[config.mk]
export PLATFORM = sky130hd
export DESIGN_NAME = btn_conditioner
export DESIGN_NICKNAME = d
export VERILOG_FILES = /design/src/rtl/btn_conditioner.sv
export SDC_FILE = /design/constraint.sdc
export NUM_CORES = 1
export LEC_CHECK = 0
export BUFFER_PORTS_ARGS = -buffer_cell sky130_fd_sc_hd__buf_2
export CORE_ASPECT_RATIO = 1.5
export CORE_MARGIN = 2
export CORE_UTILIZATION = 45
export CTS_CLUSTER_DIAMETER = 80
export DETAILED_ROUTE_END_ITERATION = 6
export GPL_TIMING_DRIVEN = 0
export SYNTH_ARGS = -nofsm -noshare
export SYNTH_HDL_FRONTEND = slang
export SYNTH_SLANG_ARGS = --single-unit
[constraint.sdc]
create_clock -name clk -period 2.2 [get_ports clk]
set_clock_uncertainty 0.15 [all_clocks]
set_input_delay 0.33 -clock clk [delete_from_list [all_inputs] [get_ports clk]]
set_output_delay 0.33 -clock clk [all_outputs]
set_load 0.05 [all_outputs]
[src/rtl/btn_conditioner.sv]
// Per-button 2-FF sync + counter debounce -> registered level and 1-cycle press/release pulses; DB_CYC+2 cycle latency.
// Define BTN_AUTOREPEAT_EN to add held-button press repeats (REPEAT_DELAY_MS first, then every REPEAT_RATE_MS).
`timescale 1ns/1ps
module btn_conditioner #(
  parameter int N_BTN           = 5,
  parameter int CLK_HZ          = 40_000_000,
  parameter int DEBOUNCE_US     = 10_000,
  parameter int REPEAT_DELAY_MS = 400,
  parameter int REPEAT_RATE_MS  = 100
) (
  input  logic             clk,
  input  logic             rst_n,
  input  logic [N_BTN-1:0] btn_in,
  output logic [N_BTN-1:0] btn_level,
  output logic [N_BTN-1:0] btn_press,
  output logic [N_BTN-1:0] btn_release
);

  localparam int DB_CYC = CLK_HZ / 1_000_000 * DEBOUNCE_US;
  localparam int DB_W   = (DB_CYC > 1) ? $clog2(DB_CYC) : 1;
  localparam logic [DB_W-1:0] DB_LAST = DB_W'(DB_CYC - 1);

  if (DB_CYC < 2) begin : g_bad_db_cfg
    $error("btn_conditioner: debounce must span at least 2 clock cycles");
  end

`ifdef BTN_AUTOREPEAT_EN
  localparam int RD_CYC = CLK_HZ / 1_000 * REPEAT_DELAY_MS;
  localparam int RR_CYC = CLK_HZ / 1_000 * REPEAT_RATE_MS;
  localparam int RC_MAX = (RD_CYC > RR_CYC) ? RD_CYC : RR_CYC;
  localparam int RC_W   = (RC_MAX > 1) ? $clog2(RC_MAX) : 1;
  localparam logic [RC_W-1:0] RD_LAST = RC_W'(RD_CYC - 1);
  localparam logic [RC_W-1:0] RR_LAST = RC_W'(RR_CYC - 1);

  if (RD_CYC < 2 || RR_CYC < 2) begin : g_bad_rep_cfg
    $error("btn_conditioner: repeat delay/rate must span at least 2 clock cycles");
  end
`else
  // Repeat settings have no effect in this build.
  logic unused_repeat_cfg;
  assign unused_repeat_cfg = (REPEAT_DELAY_MS > 0) ^ (REPEAT_RATE_MS > 0);
`endif

  logic [N_BTN-1:0] sync1;
  logic [N_BTN-1:0] sync2;

  always_ff @(posedge clk or negedge rst_n) begin
    if (!rst_n) begin
      sync1 <= '0;
      sync2 <= '0;
    end else begin
      sync1 <= btn_in;
      sync2 <= sync1;
    end
  end

  for (genvar i = 0; i < N_BTN; i++) begin : g_ch
    logic [DB_W-1:0] cnt;
    logic            level_q;
    logic            press_q;
    logic            release_q;
    logic            accept;
    logic            repeat_hit;

    // A level change is taken once s2 has disagreed with the level for DB_CYC cycles in a row.
    assign accept = (sync2[i] != level_q) && (cnt == DB_LAST);

    always_ff @(posedge clk or negedge rst_n) begin
      if (!rst_n) begin
        cnt       <= '0;
        level_q   <= 1'b0;
        press_q   <= 1'b0;
        release_q <= 1'b0;
      end else begin
        if ((sync2[i] == level_q) || accept) begin
          cnt <= '0;
        end else begin
          cnt <= cnt + 1'b1;
        end
        if (accept) begin
          level_q <= sync2[i];
        end
        press_q   <= (accept && sync2[i]) || repeat_hit;
        release_q <= accept && !sync2[i];
      end
    end

`ifdef BTN_AUTOREPEAT_EN
    logic [RC_W-1:0] rc;
    logic            rate_phase;

    // An accepted release outranks a repeat falling due on the same cycle.
    assign repeat_hit = level_q && !accept && (rc == (rate_phase ? RR_LAST : RD_LAST));

    always_ff @(posedge clk or negedge rst_n) begin
      if (!rst_n) begin
        rc         <= '0;
        rate_phase <= 1'b0;
      end else if (!level_q || accept) begin
        rc         <= '0;
        rate_phase <= 1'b0;
      end else if (repeat_hit) begin
        rc         <= '0;
        rate_phase <= 1'b1;
      end else begin
        rc <= rc + 1'b1;
      end
    end
`else
    assign repeat_hit = 1'b0;
`endif

    assign btn_level[i]   = level_q;
    assign btn_press[i]   = press_q;
    assign btn_release[i] = release_q;
  end

endmodule

==> flow_summary.json, run 1 <==
{
  "seq_area_frac_synth_pct": 52.5,
  "synth_async_sr_flop_share_pct": 100,
  "setup_violations": 21,
  "buffer_ports.inserted": 21,
  "routedWlPerCell_um": 14.3,
  "cp_max_fo": 4,
  "grt_use_total_pct": 17.8,
  "ys_warn_count": 0,
  "antenna_found_initial": 0,
  "fin_nets": 631,
  "synth_top_cell_area_share_pct": 52.5,
  "place.gp.congestion": 0.829,
  "io_pins": 22,
  "clk_pin_slew_worst_paths_ps": 50,
  "synth_edf_count": 0,
  "rsz0062_at_grt": "true",
  "crit_start": "g_ch[4].cnt[16]$_DFF_PN0_",
  "placed_cell_area_um2": 6050,
  "yosys-top-cells-count": "dfrtp_1, nor2_1, xnor2_1, nand4_1, nand3_1",
  "hold_path.class": "reg2reg",
  "ys_types": 41,
  "power_w": 0.00522,
  "startpoint_type": "flip-flop",
  "cts_htree_levels": 4,
  "synth_fp_nets": 570,
  "fin_crit_ps": 2330,
  "fin_ws_ps": -134,
  "rows": 50,
  "slowest_delay_ps": 530,
  "cts_sinks": 120,
  "die_area_um2": 13600,
  "die_x_um": 96.1,
  "firstDrtPassIters": 4,
  "synth_cells": 558,
  "syn_avg_cell_area_um2": 10.2,
  "pre_cts_ws_ps": -454,
  "drv_slew": 0,
  "cts_tree": "done",
  "synth_area_leaders": "dfrtp_1, xnor2_1, nor2_1",
  "cts_made_buffers": 17,
  "start_util_pct": 45.9,
  "slew_headroom_pct": 68.4,
  "cap_viol_max_count": 0,
  "grt_overflow": 0,
  "drive_gt1_share_pct": 21.1,
  "cts_root_buf": "clkbuf_16",
  "final_cells": 787,
  "dp_cells": 736,
  "violations": "setup timing",
  "grt_max_degree": 88,
  "fmax_mhz": 428,
  "critPathSlowestCell": "or4b_1",
  "clk_latency_ps": 410,
  "core_area_um2": 12400,
  "min_from": "sync1[2]$_DFF_PN0_",
  "power.leakage_nw": 2.80,
  "wirelength_um": 11300,
  "powerDensity_nw_per_um2": 739,
  "fp.dieH_um": 142,
  "drt_iter0_markers": 158,
  "r2r_start": "g_ch[4].cnt[16]$_DFF_PN0_",
  "synth_ff_type": "dfrtp_1",
  "synth_seq_cells": 120,
  "dp_hpwl_um": 7280,
  "routed_via_density": 5.49,
  "crit_required_ps": 2340,
  "areaGrowthSynthToFinish_pct": 23.5,
  "design_area_um2": 7060,
  "arrival_ps": 2470,
  "ant_nets": 0,
  "drc": 0,
  "fin_crit_sh_pct": 106,
  "grt_pass1_vias": 4308,
  "diodes": 0,
  "synth_top_cell_by_area": "dfrtp_1",
  "synth_area_um2": 5720,
  "synth_most_common_cell": "dfrtp_1",
  "max-vdd-ir-drop_v": 0.000468,
  "critical_path_class": "reg2reg",
  "r2r_slack_ps": -130,
  "endpoint_kind": "flip-flop",
  "grt_pass1_wl_um": 19300,
  "ctsLongestPathBuffers": 2,
  "path_cells": "or4b_1, or4_4, or3_4, mux2_4",
  "tightest_slew_ps": 468,
  "status": "finished with violations",
  "num_vias": 4321,
  "hold_violations": 0
}
layout by cell type, fill, tap and decap left out, types with 4 or more instances in the layout:
cell and count:
buf_6 5, dlygate4sd3_1 6, xnor2_1 62, nand2_1 19
nand4_1 33, nor2_1 76, buf_2 20, o21ai_0 5
inv_1 21, ha_1 4, mux2_2 4, xor2_1 16
clkbuf_16 17, and3_1 7, nor3b_1 10, or4_4 5
or3_1 5, and4_1 4, a21oi_1 10, nor2_2 5
buf_4 29, nor3_1 16, o31ai_1 4, nor2_4 10
dfrtp_1 118, nor4_1 25, or4_1 6, clkbuf_1 7
nand3_1 30
metal layers:
layer  track usage [%]  vias to the layer above  wire, µm
li1                  -                     2085         -
met1              21.5                     2125      4780
met2              29.9                       86      5850
met3              4.24                       25       370
met4              7.97                        0       268
met5                 0                        -         0
worst paths after layout:
kind,endpoint,cells after the start
max in group asynchronous,g_ch[1].cnt[12]$_DFF_PN0_,3
min in group asynchronous,g_ch[3].cnt[15]$_DFF_PN0_,2
worst min register to register,sync2[2]$_DFF_PN0_,0
worst max-delay path,g_ch[4].level_q$_DFFE_PN0P_,4
worst max register to register,g_ch[4].level_q$_DFFE_PN0P_,4
worst min-delay path,sync2[2]$_DFF_PN0_,0
kinds of logic after synthesis:
group           share of synthesized area (%)
xor+xnor                                 11.9
buf+inv                                  4.18
compound gates                           3.37
fa+ha+maj                                1.09
mux                                      1.22
simple gates                             25.7
flops                                    52.5
worst max-delay path, delay by kind of cell, from the launching register on:
kind | cells | cell delay [ps]
flip-flops | 1 | 390
AND/OR/NAND/NOR | 3 | 1370
multiplexers | 1 | 300
sequential cells by signal, indices dropped and copies added, names as in the netlist:
register and flops:
g_ch.cnt 95, g_ch.press_q 5, sync2 5, g_ch.release_q 5
g_ch.level_q 5, sync1 5
layout make-up:
| type | count | area, µm² |
|---|---|---|
| repair buffers | 43 | 319 |
| well taps | 156 | 195 |
| plain buffers | 25 | 173 |
| clock inverters | 8 | 120 |
| flip-flops and latches | 120 | 3010 |
| inverters | 21 | 78.8 |
| clock buffers | 23 | 478 |
| multi-input cells | 391 | 2690 |
| fillers | 1013 | 5390 |
metrics by stage:
step | setup TNS [ps] | utilization [%] | hold WS [ps]
2_1_floorplan | -81.8 | - | -116
3_3_place_gp | -118160 | 48.4 | 182
3_5_place_dp | -20290 | 48.6 | 95.9
4_1_cts | -269 | 54.9 | 198
5_1_grt | -2400 | 56.7 | 202
6_report | -1260 | 56.7 | 198
power by group:
group          switching (W)  internal, W
registers          0.0000331      0.00224
logic               0.000103    0.0000667
clock network       0.000919      0.00186
total                0.00106      0.00417
what timing repair did:
action                                  CTS  global route
hold endpoints to repair                 38             0
gates resized for setup                  20            41
buffers inserted                          5             9
cloned                                    0             1
pin swaps                                 4            16
endpoints found under the setup margin   81            55
hold buffers                              6             0
Note: power is estimated with default switching activity, not from simulation.
==> run 2: changes to the inputs <==
==> constraint.sdc (replaced) <==
create_clock -name clk -period 2.6 [get_ports clk]
set_clock_uncertainty 0.15 [all_clocks]
set_input_delay 0.39 -clock clk [delete_from_list [all_inputs] [get_ports clk]]
set_output_delay 0.39 -clock clk [all_outputs]
set_load 0.05 [all_outputs]
==> flow_summary.json, run 2 (synthesis gave the netlist of run 1 again) <==
{
  "buffer_ports.inserted": 21,
  "design_area_um2": 6740,
  "clk_latency_ps": 400,
  "regMostFlops": "g_ch.cnt",
  "layout_commonest_cell": "dfrtp_1",
  "critPathSlowestCell": "nor4bb_1",
  "worstRegToRegCells": 6,
  "tightest_slew_ps": 582,
  "start_util_pct": 45.9,
  "die_area_um2": 13600,
  "core_area_um2": 12400,
  "cts_root_buf": "clkbuf_16",
  "ant_nets": 0,
  "fin_crit_sh_pct": 94.7,
  "largest_register_ffs": 95,
  "grt_pass1_vias": 4390,
  "holdPathStages": 0,
  "drc": 0,
  "wirelength_um": 11100,
  "rows": 50,
  "powerDensity_nw_per_um2": 634,
  "setup_violations": 0,
  "fin_crit_ps": 2460,
  "grtUsageMet2_pct": 30.8,
  "cts_htree_levels": 4,
  "num_vias": 4189,
  "max-vdd-ir-drop_v": 0.000477,
  "fp.dieH_um": 142,
  "grt_overflow": 0,
  "rsz0062_at_grt": "false",
  "placed_cell_area_um2": 6050,
  "r2r_slack_ps": 140,
  "endpoint_kind": "flip-flop",
  "hold_violations": 0,
  "gr-max-usage-layer": "met2",
  "grt_use_total_pct": 18.3,
  "place.gp.congestion": 0.840,
  "grt_pass1_wl_um": 19900,
  "path_cells": "clkbuf_1, nor4bb_1, nand4b_1, o21ai_2, clkbuf_2, nor2_1",
  "tns_ps": 0,
  "final_cell_mix": "dfrtp_1, nor2_1, xnor2_1, nand4_1, nand3_1",
  "cts_made_buffers": 17,
  "cp_max_fo": 10,
  "cts_sinks": 120,
  "routed_via_density": 5.41,
  "fin_nets": 619,
  "slew_headroom_pct": 61.0,
  "drv_slew": 0,
  "crit_start": "g_ch[1].cnt[11]$_DFF_PN0_",
  "drt_iter0_markers": 180,
  "hold_path.class": "reg2reg",
  "slowest_delay_ps": 550,
  "status": "finished clean",
  "arrival_ps": 2600,
  "firstDrtPassIters": 4,
  "power.leakage_nw": 2.72,
  "critical_path_class": "reg2reg",
  "drive_gt1_share_pct": 14.5,
  "r2r_start": "g_ch[1].cnt[11]$_DFF_PN0_",
  "die_x_um": 96.1,
  "crit_required_ps": 2730,
  "reg2reg_to": "g_ch[1].cnt[15]$_DFF_PN0_",
  "grtUsageMet1_pct": 22.0,
  "startpoint_type": "flip-flop",
  "diodes": 0,
  "grt_max_degree": 79,
  "ctsLongestPathBuffers": 2,
  "cap_viol_max_count": 0,
  "cts_tree": "done",
  "min_to": "sync2[0]$_DFF_PN0_",
  "clk_pin_slew_worst_paths_ps": 50,
  "fmax_mhz": 406,
  "antenna_found_initial": 0,
  "grtUsageMet3_pct": 4.50,
  "dp_hpwl_um": 7480,
  "areaGrowthSynthToFinish_pct": 17.8,
  "routedWlPerCell_um": 14.4,
  "io_pins": 22,
  "min_from": "sync1[0]$_DFF_PN0_"
}
run 2: changes by cell type in the layout (fill, tap and decap cells not counted), sizes merged:
cell    previous run  this run
buf               55        42
bufinv             3         2
clkinv             3         5
run 2: metal layers:
layer	vias to the layer above	part of all wire, %
li1	2064	-
met1	2034	44
met2	76	52
met3	15	2.9
met4	0	1.4
met5	-	0
run 2: report_power, final:
group,internal [W],switching (W),leakage [nW],total (W)
clock network,0.00144,0.000780,0.276,0.00222
logic,0.0000443,0.0000788,0.803,0.000123
registers,0.00190,0.0000274,1.64,0.00192
total,0.00339,0.000886,2.72,0.00427
run 2: worst max path at each step:
stage / endpoint / cells past startpoint
finish: g_ch[1].cnt[15]$_DFF_PN0_ / 6
global route: g_ch[1].cnt[10]$_DFF_PN0_ / 6
CTS: g_ch[4].cnt[12]$_DFF_PN0_ / 6
detailed placement: g_ch[3].cnt[12]$_DFF_PN0_ / 6
global placement: g_ch[1].cnt[4]$_DFF_PN0_ / 1
floorplan: g_ch[4].level_q$_DFFE_PN0P_ / 4
run 2: repair_timing:
item	4_1_cts	5_1_grt
endpoints found under the setup margin	30	51
hold endpoints to repair	47	0
pin swaps	0	1
gates resized for setup	3	7
setup buffers	0	2
hold buffers	6	0
run 2: stage by stage:
step / util, % / worst slack, ps / cells / hold WS [ps] / power, W
floorplan: - / 290 / 558 / -55.6 / 0.00200
global placement: 48.4 / -510 / 735 / 182 / 0.00206
detailed placement: 48.6 / -93.0 / 736 / 185 / 0.00207
CTS: 53.8 / 4.60 / 773 / 194 / 0.00433
global route: 54.1 / 9.93 / 775 / 200 / 0.00444
finish: 54.1 / 137 / 775 / 196 / 0.00427
run 2: area by class of cell:
| class | instances | area [µm²] |
|---|---|---|
| Tap cell | 156 | 195 |
| Buffer | 26 | 163 |
| Multi-Input combinational cell | 391 | 2520 |
| Fill cell | 1087 | 5710 |
| Sequential cell | 120 | 3000 |
| Clock inverter | 9 | 100 |
| Inverter | 21 | 78.8 |
| Clock buffer | 22 | 464 |
| Timing Repair Buffer | 30 | 214 |
run 2: worst max-delay path: cells and delay by family (launching register included):
kind,cells,cell delay (ps)
and+or+nand+nor,3,880
buffers and inverters,2,580
AOI/OAI and AO/OA,1,420
DFF,1,320
==> run 3: changes to the inputs <==
--- a/config.mk
+++ b/config.mk
@@ -6,12 +6,15 @@
 export NUM_CORES = 1
 export LEC_CHECK = 0
 export BUFFER_PORTS_ARGS = -buffer_cell sky130_fd_sc_hd__buf_2
+export CELL_PAD_IN_SITES_DETAIL_PLACEMENT = 0
+export CELL_PAD_IN_SITES_GLOBAL_PLACEMENT = 1
 export CORE_ASPECT_RATIO = 1.5
 export CORE_MARGIN = 2
 export CORE_UTILIZATION = 45
 export CTS_CLUSTER_DIAMETER = 80
 export DETAILED_ROUTE_END_ITERATION = 6
 export GPL_TIMING_DRIVEN = 0
+export PLACE_DENSITY_LB_ADDON = 0.1
 export SYNTH_ARGS = -nofsm -noshare
 export SYNTH_HDL_FRONTEND = slang
 export SYNTH_SLANG_ARGS = --single-unit
==> flow_summary.json, run 3 (synthesis gave the netlist of run 1 again) <==
{
  "powerDensity_nw_per_um2": 675,
  "power.leakage_nw": 2.75,
  "cts_sinks": 120,
  "die_x_um": 96.1,
  "setup_violations": 0,
  "firstDrtPassIters": 4,
  "antenna_found_initial": 0,
  "wirelength_um": 11300,
  "fmax_mhz": 399,
  "power_w": 0.00460,
  "ant_nets": 0,
  "critical_path_class": "reg2reg",
  "grt_pass1_vias": 4164,
  "routedWlPerCell_um": 14.5,
  "clk_latency_ps": 410,
  "cts_tree": "done",
  "status": "finished clean",
  "rsz0062_at_grt": "false",
  "whs_ps": 200,
  "final_cell_mix": "dfrtp_1, nor2_1, xnor2_1, nand4_1, nand3_1",
  "areaGrowthSynthToFinish_pct": 19.1,
  "die_area_um2": 13600,
  "start_util_pct": 45.9,
  "clk_pin_slew_worst_paths_ps": 50,
  "routed_via_density": 5.40,
  "rows": 50,
  "fp.dieH_um": 142,
  "arrival_ps": 2650,
  "num_vias": 4187,
  "cap_viol_max_count": 0,
  "postLayoutCoreUtil_pct": 54.7,
  "slew_headroom_pct": 62.9,
  "grt_pass1_wl_um": 19800,
  "grt_max_degree": 95,
  "tns_ps": 0,
  "regMostFlops": "g_ch.cnt",
  "placed_cell_area_um2": 6050,
  "max-vdd-ir-drop_v": 0.000383,
  "fin_nets": 619,
  "fin_crit_sh_pct": 96.3,
  "diodes": 0,
  "grt_overflow": 0,
  "place.gp.congestion": 0.809,
  "cts_made_buffers": 17,
  "fin_crit_ps": 2500,
  "endpoint_kind": "flip-flop",
  "buffer_ports.inserted": 21,
  "hold_violations": 0,
  "design_area_um2": 6810,
  "ctsLongestPathBuffers": 2,
  "cp_max_fo": 9,
  "dp_hpwl_um": 7590,
  "crit_required_ps": 2740,
  "startpoint_type": "flip-flop",
  "drive_gt1_share_pct": 14.8,
  "largest_register_ffs": 95,
  "cts_htree_levels": 4,
  "multi_input_area_um2": 2510,
  "hold_path.class": "reg2reg",
  "tightest_slew_ps": 555,
  "core_area_um2": 12400,
  "drt_iter0_markers": 139,
  "ff_latch_area_um2": 3000,
  "drc": 0,
  "nFillCells": 1120,
  "drv_slew": 0,
  "cts_root_buf": "clkbuf_16",
  "io_pins": 22,
  "layout_commonest_cell": "dfrtp_1",
  "grt_use_total_pct": 18.5
}
[run 3: layout make-up]
| class | count | area share, % |
|---|---|---|
| tap | 156 | 2.87 |
| buffer | 26 | 2.39 |
| multi-input combinational | 391 | 36.9 |
| clock inverter | 13 | 2.96 |
| clock buffer | 19 | 6.50 |
| timing repair buffer | 30 | 3.14 |
| inverter | 21 | 1.16 |
| sequential | 120 | 44.1 |
[run 3: worst paths after layout]
check	depth (start not counted)	startpoint	slack, ps	to
setup / recovery	5	g_ch[4].cnt[0]$_DFF_PN0_	100	g_ch[4].level_q$_DFFE_PN0P_
hold / removal	0	sync1[0]$_DFF_PN0_	200	sync2[0]$_DFF_PN0_
setup reg to reg	5	g_ch[4].cnt[0]$_DFF_PN0_	100	g_ch[4].level_q$_DFFE_PN0P_
hold reg to reg	0	sync1[0]$_DFF_PN0_	200	sync2[0]$_DFF_PN0_
max in group asynchronous	3	rst_n	1270	g_ch[4].cnt[2]$_DFF_PN0_
min in group asynchronous	2	rst_n	260	g_ch[0].cnt[18]$_DFF_PN0_
[run 3: metal layers]
metal	part of all wire [%]	vias to the layer above	GRT usage, %	routed length [µm]
met5	0	-	0	0
met3	2.8	15	4.24	317
met1	44	2049	23.5	4960
met2	52	58	30.0	5800
met4	1.5	0	7.74	170
li1	-	2065	-	-
[run 3: what timing repair did]
item	CTS	global route
hold buffers	6	0
setup buffers	0	2
pin swaps	1	1
setup endpoints to repair	31	50
hold endpoints to repair	31	0
gates cloned	0	0
resized for setup	3	6
[run 3: per-stage QoR]
step / cells / setup WS (ps)
after floorplan: 558 / 290
after global placement: 735 / -568
after detailed placement: 736 / -121
after CTS: 774 / 16.7
after global routing: 776 / 18.0
final: 776 / 95.6
[run 3: worst max-delay path: stages, from the launching register on]
cell and delay [ps]:
dfrtp_1 400, ha_1 200, nand3_1 320, or4_1 590, or3_4 430, mux2_4 300
[run 3: power breakdown]
| part | switching (W) | internal [W] | total (W) |
|---|---|---|---|
| sequential | 0.0000278 | 0.00190 | 0.00192 |
| combinational | 0.0000793 | 0.0000443 | 0.000124 |
| clock | 0.000831 | 0.00172 | 0.00255 |
| total | 0.000938 | 0.00366 | 0.00460 |
